--- config.mk ---
export PLATFORM = sky130hd
export DESIGN_NAME = div_unit
export DESIGN_NICKNAME = d
export VERILOG_FILES = /design/src/rtl/div_pkg.sv /design/src/rtl/div_step.sv /design/src/rtl/div_unit.sv
export SDC_FILE = /design/constraint.sdc
export NUM_CORES = 1
export LEC_CHECK = 0
export ABC_AREA = 1
export CORE_MARGIN = 1.5
export CORE_UTILIZATION = 38
export DETAILED_ROUTE_END_ITERATION = 12
export GPL_TIMING_DRIVEN = 0
export PLACE_DENSITY = 0.58
export REMOVE_ABC_BUFFERS = 1
export SLEW_MARGIN = 20
export SYNTH_ARGS = -nofsm -noshare
export SYNTH_HDL_FRONTEND = slang
export SYNTH_SLANG_ARGS = --single-unit
--- constraint.sdc ---
create_clock -name clk -period 10.67 [get_ports clk]
set_input_delay 1.067 -clock clk [delete_from_list [all_inputs] [get_ports clk]]
set_output_delay 1.067 -clock clk [all_outputs]
set_load 0.01 [all_outputs]
--- src/rtl/div_pkg.sv ---
// Shared types and constants for the iterative restoring divider.
package div_pkg;

    localparam int unsigned DIV_WIDTH = 32;

    // Counter width for a given iteration count; also provided for the default configuration.
    function automatic int unsigned div_cnt_width(input int unsigned iters);
        return (iters < 1) ? 1 : $clog2(iters + 1);
    endfunction

    localparam int unsigned DIV_CNT_W = $clog2(DIV_WIDTH + 1);

    typedef enum logic [1:0] {
        IDLE = 2'd0,
        RUN  = 2'd1,
        FIN  = 2'd2
    } div_state_e;

endpackage

--- src/rtl/div_step.sv ---
// One combinational restoring-division step: shift {rem,quo}, trial subtract, select.
module div_step #(
    parameter int unsigned WIDTH = 32
) (
    input  logic [WIDTH-1:0] i_rem,
    input  logic [WIDTH-1:0] i_quo,
    input  logic [WIDTH-1:0] i_dvs,
    output logic [WIDTH-1:0] o_rem,
    output logic [WIDTH-1:0] o_quo
);

    logic [WIDTH:0] w_shift;
    logic [WIDTH:0] w_trial;
    logic           w_take;

    // rem < divisor holds between steps, so the trial fits in WIDTH+1 signed bits.
    assign w_shift = {i_rem, i_quo[WIDTH-1]};
    assign w_trial = w_shift - {1'b0, i_dvs};
    assign w_take  = ~w_trial[WIDTH];

    assign o_rem = w_take ? w_trial[WIDTH-1:0] : w_shift[WIDTH-1:0];
    assign o_quo = {i_quo[WIDTH-2:0], w_take};

endmodule

--- src/rtl/div_unit.sv ---
// Iterative signed/unsigned divider: sign handling, control FSM and result registers.
module div_unit
    import div_pkg::*;
#(
    parameter int unsigned WIDTH = DIV_WIDTH,
    parameter int unsigned ITERS = WIDTH
) (
    input  logic             clk,
    input  logic             rst_n,
    input  logic             start,
    input  logic             is_signed,
    input  logic [WIDTH-1:0] dividend,
    input  logic [WIDTH-1:0] divisor,
    output logic             busy,
    output logic             done,
    output logic [WIDTH-1:0] quotient,
    output logic [WIDTH-1:0] remainder,
    output logic             div_by_zero
);

    localparam int unsigned      CNT_W    = div_cnt_width(ITERS);
    localparam logic [CNT_W-1:0] CNT_LAST = CNT_W'(ITERS - 1);

    div_state_e       r_state;
    div_state_e       w_state_nxt;
    logic [CNT_W-1:0] r_cnt;
    logic [WIDTH-1:0] r_rem;
    logic [WIDTH-1:0] r_quo;
    logic [WIDTH-1:0] r_dvs;
    logic [WIDTH-1:0] r_dvd_raw;
    logic             r_q_neg;
    logic             r_r_neg;
    logic             r_dbz;
    logic [WIDTH-1:0] r_quotient;
    logic [WIDTH-1:0] r_remainder;
    logic             r_div_by_zero;

    logic             w_dvd_neg;
    logic             w_dvs_neg;
    logic [WIDTH-1:0] w_dvd_mag;
    logic [WIDTH-1:0] w_dvs_mag;
    logic [WIDTH-1:0] w_step_rem;
    logic [WIDTH-1:0] w_step_quo;
    logic [WIDTH-1:0] w_quo_fix;
    logic [WIDTH-1:0] w_rem_fix;
    logic             w_accept;
    logic             w_last;

    assign w_dvd_neg = is_signed & dividend[WIDTH-1];
    assign w_dvs_neg = is_signed & divisor[WIDTH-1];
    assign w_dvd_mag = w_dvd_neg ? (~dividend + 1'b1) : dividend;
    assign w_dvs_mag = w_dvs_neg ? (~divisor + 1'b1) : divisor;

    assign w_accept = (r_state == IDLE) && start;
    assign w_last   = (r_state == RUN) && (r_cnt == CNT_LAST);

    div_step #(
        .WIDTH (WIDTH)
    ) u_div_step (
        .i_rem (r_rem),
        .i_quo (r_quo),
        .i_dvs (r_dvs),
        .o_rem (w_step_rem),
        .o_quo (w_step_quo)
    );

    // Sign correction wraps modulo 2^WIDTH, so MIN / -1 yields MIN without a flag.
    assign w_quo_fix = r_q_neg ? (~w_step_quo + 1'b1) : w_step_quo;
    assign w_rem_fix = r_r_neg ? (~w_step_rem + 1'b1) : w_step_rem;

    always_comb begin
        w_state_nxt = r_state;
        unique case (r_state)
            IDLE: if (start) w_state_nxt = RUN;
            RUN:  if (r_cnt == CNT_LAST) w_state_nxt = FIN;
            FIN:  w_state_nxt = IDLE;
            default: w_state_nxt = IDLE;
        endcase
    end

    always_ff @(posedge clk or negedge rst_n) begin
        if (!rst_n) begin
            r_state <= IDLE;
        end else begin
            r_state <= w_state_nxt;
        end
    end

    always_ff @(posedge clk or negedge rst_n) begin
        if (!rst_n) begin
            r_cnt     <= '0;
            r_rem     <= '0;
            r_quo     <= '0;
            r_dvs     <= '0;
            r_dvd_raw <= '0;
            r_q_neg   <= 1'b0;
            r_r_neg   <= 1'b0;
            r_dbz     <= 1'b0;
        end else if (w_accept) begin
            r_cnt     <= '0;
            r_rem     <= '0;
            r_quo     <= w_dvd_mag;
            r_dvs     <= w_dvs_mag;
            r_dvd_raw <= dividend;
            r_q_neg   <= w_dvd_neg ^ w_dvs_neg;
            r_r_neg   <= w_dvd_neg;
            r_dbz     <= (divisor == '0);
        end else if (r_state == RUN) begin
            r_cnt <= r_cnt + 1'b1;
            r_rem <= w_step_rem;
            r_quo <= w_step_quo;
        end
    end

    // Results are captured on the final iteration edge so they are valid throughout FIN.
    always_ff @(posedge clk or negedge rst_n) begin
        if (!rst_n) begin
            r_quotient    <= '0;
            r_remainder   <= '0;
            r_div_by_zero <= 1'b0;
        end else if (w_last) begin
            r_quotient    <= r_dbz ? '1 : w_quo_fix;
            r_remainder   <= r_dbz ? r_dvd_raw : w_rem_fix;
            r_div_by_zero <= r_dbz;
        end
    end

    assign busy        = (r_state == RUN);
    assign done        = (r_state == FIN);
    assign quotient    = r_quotient;
    assign remainder   = r_remainder;
    assign div_by_zero = r_div_by_zero;

endmodule
==> results of run 1 <==
-- worst max-delay path, delay by kind of cell, from the launching register on --
| kind | cells | cell delay, ns |
|---|---|---|
| AO/OA/AOI/OAI | 1 | 0.28 |
| flip-flops | 1 | 0.36 |
| AND/OR/NAND/NOR | 17 | 3.03 |
| adder cells (fa/ha/maj) | 3 | 0.86 |
| buffers and inverters | 2 | 0.34 |
-- cell type report --
class	count	area, um2
tap	511	639
clock inverter	15	240
multi-input combinational	1528	7920
inverter	310	1170
fill	3944	20300
sequential	204	5110
clock buffer	32	724
timing repair buffer	141	1520
-- power by group through the flow --
stage	sequential (W)	combinational, W	clock [W]
after CTS	0.00141	0.00420	0.00101
after detailed placement	0.00142	0.00417	0
final	0.00141	0.00419	0.000995
after global routing	0.00145	0.00476	0.00104
after global placement	0.00142	0.00411	0
after floorplan	0.00135	0.00303	0
-- worst paths after layout --
check                                      startpoint                        end  slack (ns)  depth (start not counted)
worst min-delay path                            rst_n   quotient[23]$_DFFE_PN0P_        0.43                          1
worst max register to register  r_quo[31]$_DFFE_PN0P_  remainder[26]$_DFFE_PN0P_        5.68                         23
worst min register to register   r_dvs[6]$_DFFE_PN0P_       r_dvs[6]$_DFFE_PN0P_        0.48                          2
worst max-delay path            r_quo[31]$_DFFE_PN0P_  remainder[26]$_DFFE_PN0P_        5.68                         23
min in group clk                 r_dvs[6]$_DFFE_PN0P_       r_dvs[6]$_DFFE_PN0P_        0.48                          2
max in group asynchronous                       rst_n       r_dvs[4]$_DFFE_PN0P_        9.42                          2
-- metal layers --
metal  share of wire (%)  GRT usage, %
met5                   0             0
met4                 2.4          5.78
met3                 4.3          2.48
met2                  46          37.2
met1                  48          32.7
-- flip-flops by register name, summed over array words and instances (netlist names), 2 cells and up --
name and cells:
r_rem 32, r_quo 32, remainder 32, r_cnt 6, r_dvd_raw 32, r_dvs 32, quotient 32, r_state 2
-- cells in the final DEF (no fill, tap or decap), types with 25 or more instances in the layout --
master | netlist | routed
nor3_1 | 40 | 40
o22ai_1 | 47 | 47
dfrtp_1 | 204 | 202
nor2_1 | 147 | 145
nand2_2 | 31 | 32
nand3_1 | 183 | 182
clkbuf_16 | 0 | 27
clkdlybuf4s50_1 | 0 | 133
ha_1 | 37 | 37
o21ai_0 | 127 | 127
inv_1 | 300 | 298
a21oi_1 | 50 | 50
xor2_1 | 58 | 58
nand2_1 | 602 | 601
nand4_1 | 25 | 25
-- cell families (layout without fill, tap and decap cells) --
kind of cell,after synthesis,after routing
adders and majority gates,38,38
DFF,204,204
AOI/OAI and AO/OA,334,334
and+or+nand+nor,1083,1083
xor gates and xnor gates,73,73
buffers and inverters,389,498
-- stage by stage --
| stage | utilization [%] | hold slack, ns | std cells | setup WS (ns) |
|---|---|---|---|---|
| 3_5_place_dp | 43.4 | 0.467 | 2694 | 5.76 |
| 6_report | 46.0 | 0.433 | 2741 | 5.68 |
| 3_3_place_gp | 42.8 | 0.470 | 2687 | -2.25 |
| 5_1_grt | 46.0 | 0.464 | 2741 | 5.27 |
| 4_1_cts | 46.0 | 0.442 | 2741 | 5.74 |
| 2_1_floorplan | - | 0.449 | 2042 | 2.87 |
==> flow_summary.toml, run 1 <==
[sta]
max_slew.worst_pin.slew_ns = 1.02
drv_slew = 0
grt_setup_unrepaired = "no"
fin_tns_setup_ns = 0
hold_violations = 0
period_minus_slack_ns = 4.99
period_share_pct = 46.7
fmax_mhz = 201
finClkSkew_ns = 0.0219
slew_headroom_pct = 31.6
setup_viol = 0

[yosys]
synth_top_family_by_area = "simple AND/OR/NAND/NOR gates"
synth_compound_area_share_pct = 14.0
ys_ff_latch = 204
yosys.area.top_type = "dfrtp_1"
ys_types = 60
synthTopCellsByCount = "nand2_1 (602), inv_1 (300), dfrtp_1 (204)"
ys_seq_area_share_pct = 35.1
synthTopCellsByArea = "dfrtp_1 (35%), nand2_1 (16%), inv_1 (7.7%), nand3_1 (6.3%), o21ai_0 (4.4%)"
syn_area_per_cell_um2 = 6.86
async_reset_ff_share_pct = 100
ys.flop_type = "dfrtp_1"
synth-edff-count = 0
synthMostInstantiatedCell = "nand2_1"
synth_top_area_share_pct = 35.1
synth_fa_ha_area_share_pct = 3.32
muxShareOfSynthArea_pct = 0
synth-xor-area-share_pct = 4.40
synth_area_um2 = 14500
syn_inst = 2121
yosys_warnings = 0
synthSimpleGateAreaFrac_pct = 32.5

[global_route]
overflow = 0
antenna_found_initial = 0
grt_pass1_vias = 13400
grt_pass1_wl_um = 71700
track_usage_pct = 23.0
grt_max_degree = 87

[power]
vdd_ir_drop_max_mv = 0.216
intPower_w = 0.00318
swShare_pct = 51.9
p_switching_w = 0.00342
power_frac_comb_pct = 63.5
leakagePower_nw = 8.30
p_seq_share_pct = 21.4
p_per_area_nw_per_um2 = 381
power.total_w = 0.00660
p_clk_share_pct = 15.1

[cells_and_area]
areaGrowthSynthToFinish_pct = 19.1
num_antenna_cells = 0
layout-drive-gt1-share_pct = 6.23
stdcell_area_um2 = 17300
fin_nets = 2317

[detailed_routing]
via_count = 14000
drt_iter0_markers = 1015
finalWirelength_um = 44800
wl_per_cell_um = 16.4
ant_nets = 0
firstDrtPassIters = 5
drc = 0
via_per_inst = 5.12

[setup_path]
crit_path_end_kind = "flip-flop"
crit_chain = "inv_1 -> ha_1 -> inv_1 -> fa_1 -> nand2_1 -> nand2_1 -> nand3_1 -> nand2_2 -> nand2_2 -> nand2_2 -> nand2_4 -> nand3_2 -> nand2_2 -> nand2_1 -> nand2_4 -> ha_1 -> nand2_1 -> nor2_1 -> nand3_1 -> o21ai_2 -> nand3_1 -> nand3_1 -> nand2_1"
crit_path_frequent_cell = "nand2_1"
setup.worst_path.start_class = "flip-flop"
crit_fanout = 48
worstSetupPathType = "reg -> reg"
crit_required_ns = 11.10
slowest_stage = "nand2_2"
crit_arrival_ns = 5.42
cp_slowest_stage_delay_ns = 0.84

[cts]
clkLatencyLatePin_ns = 0.56
cts_buffers = 26
cts.sinks = 204
cts_tree = "yes"
cts.clk_slew.worst_paths_ns = 0.06
cts_hold_buf = 0
cts_buffer_depth = 3
htree_levels = 1
postCtsResizedCells = 0
clockRootBuffer = "clkbuf_16"
post_cts_buffers = 0

[floorplanning]
die_x_um = 199
ios = 135
coreArea_um2 = 37700
fp.dieArea_um2 = 39500
fp-row-count = 71
dieHeight_um = 199
initial_core_util_pct = 38.6

[run]
maxCapViolCount = 0

[placement]
postPlaceCellArea_um2 = 16400
place_hpwl_um = 33900
gp_congestion = 0.905
port_buffers = 134

[worst_hold_path]
hold_path_class = "in -> async"

[outcome]
outcome = "finished clean"
Power figures use the tool's default switching activity.
==> run 2: changes to the inputs <==
--- a/config.mk
+++ b/config.mk
@@ -10,7 +10,7 @@
 export CORE_UTILIZATION = 38
 export DETAILED_ROUTE_END_ITERATION = 12
 export GPL_TIMING_DRIVEN = 0
-export PLACE_DENSITY = 0.58
+export PLACE_DENSITY = 0.6
 export REMOVE_ABC_BUFFERS = 1
 export SLEW_MARGIN = 20
 export SYNTH_ARGS = -nofsm -noshare
==> constraint.sdc (replaced) <==
create_clock -name clk -period 4 [get_ports clk]
set_input_delay 0.4 -clock clk [delete_from_list [all_inputs] [get_ports clk]]
set_output_delay 0.4 -clock clk [all_outputs]
set_load 0.01 [all_outputs]
==> run 2 against run 1 <==
Net effect:
- clock power up 140%
- largest cell class unchanged
- first-iteration DRC count is 3.5% higher
- final area up 0.72%
- largest power group unchanged
- clock-buffer cell count grew 8
- combinational power rose to 2.8 times the previous value
- clock skew is 0.011 ns lower
- register-to-register slack got worse by 5.4 ns
- power grew to 2.7 times the previous value
- maximum frequency up 33%
- cell count up 0.62%
- via count rose by 2.2%
==> flow_summary.toml, run 2 (synthesis gave the netlist of run 1 again) <==
[cells_and_area]
areaGrowthSynthToFinish_pct = 20.0
mostFrequentLayoutCells = "nand2_1 (600), inv_1 (297), dfrtp_1 (202)"
stdcell_count = 2758
layout-drive-gt1-share_pct = 7.17
layout_commonest_cell = "nand2_1"
num_antenna_cells = 0
fin_nets = 2334
fill_cells = 3936

[floorplanning]
fp-row-count = 71
initial_core_util_pct = 38.6
die_x_um = 199
fp.dieArea_um2 = 39500
dieHeight_um = 199
ios = 135
coreArea_um2 = 37700

[detailed_routing]
via_count = 14300
firstDrtPassIters = 6
via_per_inst = 5.20
finalWirelength_um = 45800
ant_nets = 0
drc = 0
wl_per_cell_um = 16.6
drt_iter0_markers = 1051

[power]
leakagePower_nw = 8.35
power.total_w = 0.0178
vdd_ir_drop_max_mv = 0.466
p_per_area_nw_per_um2 = 1020

[cts]
cts.clk_slew.worst_paths_ns = 0.06
cts_tree = "yes"
cts_buffers = 26
clockRootBuffer = "clkbuf_16"
htree_levels = 1
cts_buffer_depth = 3
clkLatencyLatePin_ns = 0.54
cts.sinks = 204

[placement]
dp_cells = 2694
gp_congestion = 0.891
place_hpwl_um = 33900
port_buffers = 134

[outcome]
outcome = "finished clean"

[setup_path]
crit_arrival_ns = 4.22
crit_path_end_kind = "flip-flop"
setup.worst_path.start_class = "flip-flop"
crit_required_ns = 4.48
worstSetupPathType = "reg -> reg"
crit_fanout = 6

[sta]
fmax_mhz = 267
slew_headroom_pct = 26.4
setup_viol = 0
finClkSkew_ns = 0.0111
max_slew.worst_pin.slew_ns = 1.10
period_minus_slack_ns = 3.74
fin_tns_setup_ns = 0
drv_slew = 0
hold_violations = 0
period_share_pct = 93.5

[global_route]
overflow = 0
antenna_found_initial = 0
track_usage_pct = 23.5
grt_pass1_wl_um = 73400
grt_max_degree = 86
grt_pass1_vias = 13700

[run]
maxCapViolCount = 0

[worst_hold_path]
hold_path_class = "in -> async"
==> run 2: repair_timing <==
| action | 4_1_cts | 5_1_grt |
|---|---|---|
| cloned | 3 | 1 |
| resized for setup | 9 | 12 |
| buffers inserted | 3 | 9 |
| setup endpoints to repair | 46 | 27 |
| hold buffers | 1 | 0 |
| pin swaps | 3 | 7 |
| endpoints found under the hold margin | 48 | 0 |
==> run 2: layer usage <==
| metal | wire, um | global-route usage, % | vias up |
|---|---|---|---|
| met1 | 21400 | 33.1 | 6780 |
| met2 | 20900 | 38.2 | 390 |
| li1 | - | - | 7110 |
| met3 | 2210 | 2.34 | 54 |
| met4 | 1240 | 6.62 | 0 |
| met5 | 0 | 0 | - |
==> run 2: cell type report <==
cell class / count / area, um2 / share of cell area, %
Timing Repair Buffer: 154 / 1620 / 9.31
Sequential cell: 204 / 5110 / 29.3
Tap cell: 511 / 639 / 3.66
Clock inverter: 7 / 70.1 / 0.402
Clock buffer: 40 / 785 / 4.50
Inverter: 310 / 1170 / 6.71
Multi-Input combinational cell: 1532 / 8050 / 46.1
==> run 2: path summary, 6_finish.rpt <==
kind                                            start  slack (ns)  cells after the start                        to
min in group clk                r_dvs[10]$_DFFE_PN0P_        0.48                      2     r_dvs[10]$_DFFE_PN0P_
max in group asynchronous                       rst_n        2.81                      3       r_r_neg$_DFFE_PN0P_
worst max register to register  r_quo[31]$_DFFE_PN0P_        0.26                     23  quotient[28]$_DFFE_PN0P_
worst max-delay path            r_quo[31]$_DFFE_PN0P_        0.26                     23  quotient[28]$_DFFE_PN0P_
worst min register to register  r_dvs[10]$_DFFE_PN0P_        0.48                      2     r_dvs[10]$_DFFE_PN0P_
worst min-delay path                            rst_n        0.37                      2  quotient[26]$_DFFE_PN0P_
==> run 2: worst max-delay path, cell delays in order, from the launching register on <==
cell,delay [ns]
dfrtp_1,0.39
inv_4,0.12
ha_1,0.18
inv_1,0.07
fa_2,0.35
nand2_1,0.07
nand2_1,0.08
nand3_1,0.11
nand2_2,0.10
nand2_2,0.08
nand2_2,0.09
nand2_4,0.13
nand3_4,0.15
nand2_8,0.13
ha_2,0.20
nand4_1,0.19
nor3_4,0.27
nand4_1,0.22
nor2_1,0.16
nor2_1,0.09
a21oi_2,0.17
xor2_1,0.17
o22ai_1,0.08
inv_1,0.08
==> run 2: where the power goes <==
group	internal [W]	switching [W]
Clock	0.00141	0.000950
Combinational	0.00402	0.00764
Sequential	0.00298	0.000810
==> run 2: through the flow <==
step	worst slack [ns]	hold WS (ns)	cell area [um2]	utilization, %
6_report	0.258	0.372	17400	46.3
3_3_place_gp	-8.46	0.469	16100	42.8
2_1_floorplan	-3.49	0.104	14200	-
4_1_cts	0.0546	0.369	17300	46.0
3_5_place_dp	-0.826	0.345	16400	43.4
5_1_grt	-0.00741	0.402	17400	46.3
==> run 3: changes to the inputs <==
--- a/config.mk
+++ b/config.mk
@@ -5,11 +5,10 @@
 export SDC_FILE = /design/constraint.sdc
 export NUM_CORES = 1
 export LEC_CHECK = 0
-export ABC_AREA = 1
+export ABC_AREA = 0
 export CORE_MARGIN = 1.5
 export CORE_UTILIZATION = 38
 export DETAILED_ROUTE_END_ITERATION = 12
-export GPL_TIMING_DRIVEN = 0
 export PLACE_DENSITY = 0.6
 export REMOVE_ABC_BUFFERS = 1
 export SLEW_MARGIN = 20
==> run 3 against run 2 <==
Net effect:
- the run now ends with setup timing left
- global-route usage shrank 0.37 points
- synthesized cell count shrank 23%
- clock power shrank 8.5%
- critical path type unchanged
- critical endpoint is now remainder[24]$_DFFE_PN0P_
- largest cell class unchanged
- largest power group unchanged
==> flow_summary.toml, run 3 <==
[sta]
max_slew.worst_pin.slew_ns = 1.26
fmax_mhz = 218
finClkSkew_ns = 0.0109
grt_setup_unrepaired = "yes"
postLayoutSetupSlackWorst_ns = -0.584
drv_slew = 0
period_share_pct = 115
slew_headroom_pct = 15.7
setup_viol = 14
hold_violations = 0
period_minus_slack_ns = 4.58

[cells_and_area]
layout_commonest_cell = "nand2_1"
areaGrowthSynthToFinish_pct = 30.8
multi_input_area_um2 = 8180
fill_cells = 3342
fin_nets = 1993
mostFrequentLayoutCells = "nand2_1 (254), dfrtp_1 (204), buf_4 (190)"
layout-drive-gt1-share_pct = 16.6
regArea_um2 = 5100
num_antenna_cells = 0
stdcell_count = 2358
stdcell_area_um2 = 17700
final_util_pct = 50.8

[setup_path]
slowest_stage = "or4_4"
critPathLaunch = "r_quo[31]$_DFFE_PN0P_"
crit_chain = "inv_1 -> ha_2 -> inv_2 -> fa_2 -> a211oi_4 -> or3_4 -> a21oi_2 -> o211a_4 -> o41ai_4 -> nor2_4 -> inv_4 -> mux2i_4 -> ha_2 -> nand2_2 -> or4_4 -> nor4_4 -> mux2i_2 -> or2_4 -> buf_4 -> o21ai_2 -> xnor2_1 -> o21ai_1"
cp_slowest_stage_delay_ns = 0.45
crit_required_ns = 4.42
r2r_start = "r_quo[31]$_DFFE_PN0P_"
worstSetupPathType = "reg -> reg"
setup.worst_path.start_class = "flip-flop"
crit_path_frequent_cell = "ha_2"
crit_fanout = 5
crit_path_end_kind = "flip-flop"
crit_arrival_ns = 5.00

[floorplanning]
die_x_um = 192
coreArea_um2 = 34800
ios = 135
fp-row-count = 68
dieHeight_um = 192
initial_core_util_pct = 38.9
fp.dieArea_um2 = 36700

[yosys]
synth_top_area_share_pct = 37.8
synthTopCellsByCount = "nand2_1 (255), dfrtp_1 (204), a21oi_1 (148)"
ys_seq_area_share_pct = 37.8
ys.flop_type = "dfrtp_1"
synthMostInstantiatedCell = "nand2_1"
async_reset_ff_share_pct = 100
yosys_warnings = 0
synth-edff-count = 0
synthTopCellsByArea = "dfrtp_1 (38%), nand2_1 (7.1%), a21oi_1 (5.5%), xor2_1 (5.2%), o21ai_0 (4.9%)"
yosys.area.top_type = "dfrtp_1"
ys_ff_latch = 204
syn_area_per_cell_um2 = 8.31
ys_types = 92
syn_inst = 1627
synth_area_um2 = 13500

[cts]
cts.clk_slew.worst_paths_ns = 0.06
htree_levels = 1
cts_buffers = 24
cts_tree = "yes"
clockRootBuffer = "clkbuf_16"
cts.sinks = 204
clkLatencyLatePin_ns = 0.54
cts_buffer_depth = 3

[power]
leakagePower_nw = 7.56
intPower_w = 0.0106
swShare_pct = 46.7
p_seq_share_pct = 20.1
p_per_area_nw_per_um2 = 1120
p_clk_share_pct = 10.9
vdd_ir_drop_max_mv = 0.528
p_switching_w = 0.00928
power_frac_comb_pct = 69.0

[detailed_routing]
wl_per_cell_um = 18.1
drc = 0
ant_nets = 0
via_per_inst = 5.57
finalWirelength_um = 42700
via_count = 13100
drt_iter0_markers = 874
firstDrtPassIters = 7

[global_route]
overflow = 0
track_usage_pct = 23.1
grt_pass1_wl_um = 67700
grt_pass1_vias = 12700
grt_max_degree = 106
antenna_found_initial = 0

[placement]
gp_congestion = 0.910
place_hpwl_um = 31700
dp_cells = 2296
port_buffers = 134
postPlaceCellArea_um2 = 16400

[run]
maxCapViolCount = 0

[outcome]
violations = "setup timing"
outcome = "complete, but fails checks"

[worst_hold_path]
min-delay-start = "r_dvd_raw[20]$_DFFE_PN0P_"
hold_path_class = "reg -> reg"
==> run 3: layout make-up <==
cell class / count / area share (%)
multi-input combinational: 1272 / 46.3
sequential: 204 / 28.9
timing repair buffer: 330 / 16.2
clock buffer: 32 / 3.74
tap: 455 / 3.22
inverter: 55 / 1.18
clock inverter: 10 / 0.545
==> run 3: routing by layer <==
metal,GRT usage (%),vias to the layer above,share of wire (%)
met5,0,-,0
met4,4.99,0,1.6
li1,-,6328,-
met2,38.4,348,48
met3,2.72,45,4.9
met1,32.3,6421,46
==> run 3: worst max-delay path, delay by kind of cell, from the launching register on <==
kind,cells,cell delay (ns)
buf+inv,4,0.35
compound gates,6,1.09
simple gates,6,1.33
fa+ha+maj,3,0.77
xor+xnor,1,0.13
flops,1,0.39
mux,2,0.39
==> run 3: cell families (layout without fill, tap and decap cells) <==
family / count (synthesis) / count (layout) / share of synthesized area (%)
AO/OA/AOI/OAI: 510 / 510 / 23.9
XOR/XNOR: 140 / 140 / 9.07
adder cells (fa/ha/maj): 38 / 38 / 3.57
buffers and inverters: 151 / 427 / 4.45
flip-flops: 204 / 204 / 37.8
multiplexers: 31 / 31 / 2.43
AND/OR/NAND/NOR: 553 / 553 / 18.8
==> run 3: repair_timing <==
item	CTS	global route
gates resized for setup	26	51
hold endpoints to repair	39	0
cloned	0	0
pin swaps	13	27
setup buffers	7	12
setup endpoints to repair	22	31
hold buffers	1	0
==> run 3: path summary, 6_finish.rpt <==
path / slack (ns) / depth (start not counted) / end
worst max-delay path: -0.58 / 22 / remainder[24]$_DFFE_PN0P_
worst min-delay path: 0.47 / 2 / r_dvd_raw[20]$_DFFE_PN0P_
worst max register to register: -0.58 / 22 / remainder[24]$_DFFE_PN0P_
worst min register to register: 0.47 / 2 / r_dvd_raw[20]$_DFFE_PN0P_
max in group asynchronous: 2.36 / 3 / r_quo[24]$_DFFE_PN0P_
min in group asynchronous: 0.50 / 2 / r_dvs[28]$_DFFE_PN0P_
==> run 3: power by group through the flow <==
stage	logic (W)	registers [W]	clock network (W)
detailed placement	0.0126	0.00399	0
floorplan	0.00756	0.00393	0
CTS	0.0129	0.00397	0.00220
global route	0.0150	0.00412	0.00228
finish	0.0137	0.00399	0.00216
global placement	0.0125	0.00395	0
==> run 3: through the flow <==
stage / worst slack, ns / TNS [ns] / hold WS, ns / power (W)
after floorplan: -1.33 / -37.09 / 0.104 / 0.0115
after global placement: -0.597 / -5.81 / 0.453 / 0.0165
after detailed placement: -0.749 / -7.95 / 0.459 / 0.0166
after CTS: -0.513 / -4.65 / 0.474 / 0.0191
after global routing: -0.751 / -9.30 / 0.487 / 0.0214
final: -0.584 / -5.95 / 0.468 / 0.0199
